[config.mk]
export PLATFORM = sky130hd
export DESIGN_NAME = llc_rst_flush_seq_flat
export DESIGN_NICKNAME = d
export VERILOG_FILES = /design/src/rtl/llc_rst_flush_seq_if.sv /design/src/rtl/llc_rst_flush_seq.sv /design/src/flat_wrapper.sv
export SDC_FILE = /design/constraint.sdc
export NUM_CORES = 1
export LEC_CHECK = 0
export CORE_UTILIZATION = 48
export DETAILED_ROUTE_END_ITERATION = 8
export PLACE_DENSITY_LB_ADDON = 0.05
export SLEW_MARGIN = 20
export SYNTH_ARGS = -nofsm -noshare
export SYNTH_HDL_FRONTEND = slang
export SYNTH_SLANG_ARGS = --single-unit
[constraint.sdc]
create_clock -name clk -period 3.25 [get_ports clk]
set_clock_uncertainty 0.15 [all_clocks]
set_input_delay 0.325 -clock clk [delete_from_list [all_inputs] [get_ports clk]]
set_output_delay 0.325 -clock clk [all_outputs]
set_load 0.01 [all_outputs]
[src/rtl/llc_rst_flush_seq_if.sv]
// llc_rst_flush_seq_if: command, sweep-token, completion and done signals of the LLC reset/flush sequencer
// master = sequencer side, slave = requester/pipeline side
interface llc_rst_flush_seq_if #(parameter int SET_W = 9);
  logic rst_req, flush_req, cmd_ready;
  logic sweep_valid, sweep_ready, sweep_is_rst, sweep_is_flush, sweep_last, sweep_cmpl;
  logic [SET_W-1:0] sweep_set;
  logic rst_stall, flush_stall, done_valid, done_ready;
  modport master(
    input rst_req, flush_req, sweep_ready, sweep_cmpl, done_ready,
    output cmd_ready, sweep_valid, sweep_set, sweep_is_rst, sweep_is_flush, sweep_last,
    rst_stall, flush_stall, done_valid
  );
  modport slave(
    output rst_req, flush_req, sweep_ready, sweep_cmpl, done_ready,
    input cmd_ready, sweep_valid, sweep_set, sweep_is_rst, sweep_is_flush, sweep_last,
    rst_stall, flush_stall, done_valid
  );
endinterface

[src/rtl/llc_rst_flush_seq.sv]
// llc_rst_flush_seq: walks every LLC set once per reset/flush command, credit-limited sweep tokens, done handshake
// ports: clk, rst (sync, active-low), bus (master): rst_req/flush_req/cmd_ready command, sweep_* token channel,
//        sweep_cmpl completion pulses, rst_stall/flush_stall flags, done_valid/done_ready finish handshake
module llc_rst_flush_seq #(
  parameter int SETS = 512,
  parameter int SET_W = 9,
  parameter int MAX_INFLIGHT = 2
) (
  input logic clk,
  input logic rst,
  llc_rst_flush_seq_if.master bus
);
  typedef enum logic [2:0] {IDLE, RST_SWEEP, FLUSH_SWEEP, DRAIN, DONE} state_t;
  state_t state, state_n;
  logic [2:0] infl, infl_n;
  logic [SET_W-1:0] set_n;
  logic hs, cmpl, sweeping, sweeping_n, valid_n;
  // all outputs are registered from next-state values; sweep_set doubles as the set counter
  always_comb begin
    hs = bus.sweep_valid & bus.sweep_ready;
    cmpl = bus.sweep_cmpl & (infl != 3'd0);
    infl_n = infl + {2'b0, hs} - {2'b0, cmpl};
    sweeping = state == RST_SWEEP || state == FLUSH_SWEEP;
    set_n = sweeping ? bus.sweep_set + SET_W'(hs) : '0;
    state_n = state == IDLE ? (bus.rst_req ? RST_SWEEP : bus.flush_req ? FLUSH_SWEEP : IDLE)
            : sweeping ? (hs && bus.sweep_last ? DRAIN : state)
            : state == DRAIN ? (infl_n == 3'd0 ? DONE : DRAIN)
            : (bus.done_ready ? IDLE : DONE);
    sweeping_n = state_n == RST_SWEEP || state_n == FLUSH_SWEEP;
    valid_n = sweeping_n && infl_n < 3'(MAX_INFLIGHT);
  end
  always_ff @(posedge clk) begin
    if (!rst) begin
      state <= IDLE;
      infl <= 3'd0;
      bus.cmd_ready <= 1'b1;
      bus.sweep_valid <= 1'b0;
      bus.sweep_set <= '0;
      bus.sweep_is_rst <= 1'b0;
      bus.sweep_is_flush <= 1'b0;
      bus.sweep_last <= 1'b0;
      bus.rst_stall <= 1'b0;
      bus.flush_stall <= 1'b0;
      bus.done_valid <= 1'b0;
    end else begin
      state <= state_n;
      infl <= infl_n;
      bus.cmd_ready <= state_n == IDLE;
      bus.sweep_valid <= valid_n;
      bus.sweep_set <= set_n;
      bus.sweep_is_rst <= valid_n && state_n == RST_SWEEP;
      bus.sweep_is_flush <= valid_n && state_n == FLUSH_SWEEP;
      bus.sweep_last <= sweeping_n && set_n == SET_W'(SETS - 1);
      // stall flags latch the command kind and hold through DRAIN/DONE until IDLE
      bus.rst_stall <= state_n == RST_SWEEP || (state_n != IDLE && bus.rst_stall);
      bus.flush_stall <= state_n == FLUSH_SWEEP || (state_n != IDLE && bus.flush_stall);
      bus.done_valid <= state_n == DONE;
    end
  end
endmodule

[src/flat_wrapper.sv]
// flat-port wrapper written by rule: the top's interface ports become plain ports
module llc_rst_flush_seq_flat 
#(
  parameter int SETS = 512,
  parameter int SET_W = 9,
  parameter int MAX_INFLIGHT = 2
)
  (clk, rst, bus_rst_req, bus_flush_req, bus_sweep_ready, bus_sweep_cmpl, bus_done_ready, bus_cmd_ready, bus_sweep_valid, bus_sweep_set, bus_sweep_is_rst, bus_sweep_is_flush, bus_sweep_last, bus_rst_stall, bus_flush_stall, bus_done_valid);
  llc_rst_flush_seq_if #(.SET_W(SET_W)) bus_i ();
  input logic clk;
  input logic rst;
  input wire logic [$bits(bus_i.rst_req)-1:0] bus_rst_req;
  input wire logic [$bits(bus_i.flush_req)-1:0] bus_flush_req;
  input wire logic [$bits(bus_i.sweep_ready)-1:0] bus_sweep_ready;
  input wire logic [$bits(bus_i.sweep_cmpl)-1:0] bus_sweep_cmpl;
  input wire logic [$bits(bus_i.done_ready)-1:0] bus_done_ready;
  output wire logic [$bits(bus_i.cmd_ready)-1:0] bus_cmd_ready;
  output wire logic [$bits(bus_i.sweep_valid)-1:0] bus_sweep_valid;
  output wire logic [$bits(bus_i.sweep_set)-1:0] bus_sweep_set;
  output wire logic [$bits(bus_i.sweep_is_rst)-1:0] bus_sweep_is_rst;
  output wire logic [$bits(bus_i.sweep_is_flush)-1:0] bus_sweep_is_flush;
  output wire logic [$bits(bus_i.sweep_last)-1:0] bus_sweep_last;
  output wire logic [$bits(bus_i.rst_stall)-1:0] bus_rst_stall;
  output wire logic [$bits(bus_i.flush_stall)-1:0] bus_flush_stall;
  output wire logic [$bits(bus_i.done_valid)-1:0] bus_done_valid;
  assign bus_i.rst_req = bus_rst_req;
  assign bus_i.flush_req = bus_flush_req;
  assign bus_i.sweep_ready = bus_sweep_ready;
  assign bus_i.sweep_cmpl = bus_sweep_cmpl;
  assign bus_i.done_ready = bus_done_ready;
  assign bus_cmd_ready = bus_i.cmd_ready;
  assign bus_sweep_valid = bus_i.sweep_valid;
  assign bus_sweep_set = bus_i.sweep_set;
  assign bus_sweep_is_rst = bus_i.sweep_is_rst;
  assign bus_sweep_is_flush = bus_i.sweep_is_flush;
  assign bus_sweep_last = bus_i.sweep_last;
  assign bus_rst_stall = bus_i.rst_stall;
  assign bus_flush_stall = bus_i.flush_stall;
  assign bus_done_valid = bus_i.done_valid;
  llc_rst_flush_seq #(.SETS(SETS), .SET_W(SET_W), .MAX_INFLIGHT(MAX_INFLIGHT)) u_core (.clk(clk), .rst(rst), .bus(bus_i));
endmodule
==> results by group <==
Power and ir drop
  • Cell Pwr Density: between 500 and 600 mW/mm^2
  • Leak Pwr: approximately 0.0005 uW
  • Worst VDD drop: 383 uV

Critical path
  • Crit Path Class: flop to flop
  • Crit end category: flop
  • Top delay family on crit path: adder cells
  • WP data required: roughly 3.3 ns
  • Startpoint types: flop
  • Critical path startpoint: u_core.infl[0]
  • CP bufs+invs: 1
  • Slowest CP cell: or3_1
  • CP Cell Sequence: o31a_1 > ha_1 > inv_1 > ha_1 > fa_1 > xnor2_1 > xnor2_1 > or3_1 > a211oi_1
  • CP Max Fanout: 3
  • R2R Path Start: u_core.infl[0]
  • Critical path arrival: between 2 and 3 ns
  • CP peak stage delay: approximately 0.4 ns

Cells and area
  • P&R area growth vs syn: 26.3%
  • Largest register FFs: 9
  • Filler Cell Count: 182
  • Top reg by flops: u_core.bus.sweep_set
  • Layout cells sized above 1: under 10%
  • Final #Nets: ~150
  • Top flop regs: u_core.bus.sweep_set (9), u_core.infl (3), u_core.state (3)
  • Diode count: 0

Flow run
  • Max_cap viols: 0

STA
  • # setup viols final: 0
  • Fmax achieved: 0.377 GHz
  • RSZ-0062 raised after global routing: no
  • Slew HR: roughly three fifths
  • Endpoints failing hold: 0
  • WHS: ~0.35 ns
  • Setup TNS: 0 ns
  • Worst Max-Slew Pin Slew: approximately 0.57 ns
  • Final min period: around 2.7 ns
  • Final count of pins violating max slew: 0
  • Final period util: ~82%

Yosys
  • Synthesized net count: around 120
  • Syn avg cell area: ~9.5 um^2
  • Post-synthesis cell count: 110
  • Mapped Area: 0.00104 mm^2
  • Ys async rst share: 0%
  • Seq/Total Area, Yosys: 44.1%
  • Post-synth EDFFs: 0
  • Warnings, synthesis: 0
  • Post-synth cell types: 37
  • Synthesis-stage register bit count: 23
  • Main synth FF type: dfxtp_1

Floorplan
  • Die H: 48.7 um
  • Placeable Area: approximately 0.0020 mm^2
  • Core Rows: 16
  • Initial core utilization: 52.2%
  • Die Wd: 48.7 um
  • Die area: approximately 0.0024 mm^2
  • I/O pin count: 24

Detailed routing
  • Final WL: ~2100 um
  • Via count: 872
  • DR iter-0 viols: 13
  • ANT nets after route: 0
  • Vias per cell: ~5.4
  • DRT Pass-1 Iters: 4
  • Drt wl/cell: between 10 and 15 um
  • Residual DRC: 0

Global route
  • Number of global-route vias before repair: between 800 and 900
  • Antenna violations before repair: 0
  • GRT Total Usage: approximately a fifth
  • Largest net degree at the start of global routing: 14
  • Total gr overflow: 0
  • First-pass GRT wire length: 3600 um

Placement
  • Buffers on Ports: 23
  • Last weighted congestion value of the routability-driven placer: 0.769
  • Dpl hpwl: 1590 um

Clock tree
  • Hold buffer count at CTS: 0
  • Worst-Skew Late Latency: 0.31 ns
  • CTS tree: yes
  • H-tree depth: 1
  • Clock Path Buffers: 2
  • Sink Count: 23
  • Clock-pin slew on the worst setup and hold paths: 0.14 ns
  • Total CTS buffers: 3
  • Post-CTS Resized: 0
  • Post-CTS Setup Bufs: 0
  • CTS root buf: clkbuf_4

Hold path
  • Hold_sp: u_core.bus.flush_stall
  • Worst hold path class: flop to flop

Status
  • Status: finished clean
per-stage QoR:
step           instance area [um^2]  power (uW)  worst slack, ns  instances  utilization (%)
4_1_cts                        1320         746            0.593        162             65.9
3_5_place_dp                   1290         613            0.386        158             64.6
5_1_grt                        1320         787            0.497        162             65.9
2_1_floorplan                  1040         535            0.732        110                -
3_3_place_gp                   1290         604            0.429        158             64.6
6_report                       1320         744            0.599        162             65.9
worst paths after layout:
check	depth (start not counted)	end	slack, ns
hold reg to reg	2	u_core.bus.flush_stall	0.35
setup reg to reg	9	u_core.bus.sweep_is_flush	0.60
setup / recovery	9	u_core.bus.sweep_is_flush	0.60
hold / removal	2	u_core.bus.flush_stall	0.35
power breakdown:
| part | total, uW | switching, uW | internal [uW] |
|---|---|---|---|
| sequential | 347 | 26.6 | 320 |
| clock | 134 | 87.6 | 45.9 |
| combinational | 264 | 137 | 126 |
| total | 744 | 252 | 492 |
synth_stat cells, types with 2 or more instances:
cell type	count	area share, %
nand3_1	4	1.9
o21ai_1	2	0.96
o21ai_0	2	0.96
nor3_1	5	2.4
nand2_1	6	2.2
nor4_1	2	1.2
nand4_1	2	1.2
nor2_1	6	2.2
and3_1	3	1.8
ha_1	4	4.8
xor2_1	4	3.4
nor2b_1	2	1.2
xnor2_1	5	4.2
a22o_1	2	1.7
or3_1	3	1.8
and2_1	4	2.4
inv_1	9	3.2
a21oi_1	4	1.9
dfxtp_1	23	44
worst reg2reg max path, delay by kind of cell, from the launching register on:
family	cells	cell delay [ns]
buffers and inverters	1	0.04
DFF	1	0.34
xor gates and xnor gates	2	0.31
AOI/OAI and AO/OA	2	0.51
adders and majority gates	3	0.83
and+or+nand+nor	1	0.41
per-layer routing:
layer  track usage [%]  up-vias  wire (um)
met2              33.1       20        978
met1              25.9      408       1030
met5                 0        -          0
met4              7.35        0         12
li1                  -      442          -
met3              2.83        2         90
cell families (layout without fill, tap and decap cells):
family / Yosys count / count (layout) / synth area share, %
buffers and inverters: 11 / 36 / 4.79
xor gates and xnor gates: 9 / 9 / 7.54
and+or+nand+nor: 45 / 45 / 25.7
AOI/OAI and AO/OA: 17 / 17 / 11.1
adders and majority gates: 5 / 5 / 6.71
DFF: 23 / 23 / 44.1
cells in the final DEF (no fill, tap or decap), drive strengths merged, types with 2 or more instances in the layout:
cell,count
nor2b,2
clkdlybuf4s50,23
and2,4
xor2,4
dfxtp,23
nand4,2
inv,9
a22o,2
nor4,3
and3,3
xnor2,5
o21ai,4
or4,2
nand3,4
a21oi,4
ha,4
nor2,6
nand2,6
or3,3
clkbuf,3
nor3,5
cell type report:
type / instances / area [um^2] / area share [%]
inverters: 9 / 33.8 / 2.56
clock buffers: 3 / 22.5 / 1.71
multi-input cells: 76 / 534 / 40.5
repair buffers: 23 / 230 / 17.4
clock inverters: 1 / 5.00 / 0.379
well taps: 27 / 33.8 / 2.56
flip-flops and latches: 23 / 460 / 34.9
(Power assumes the default switching activity.)
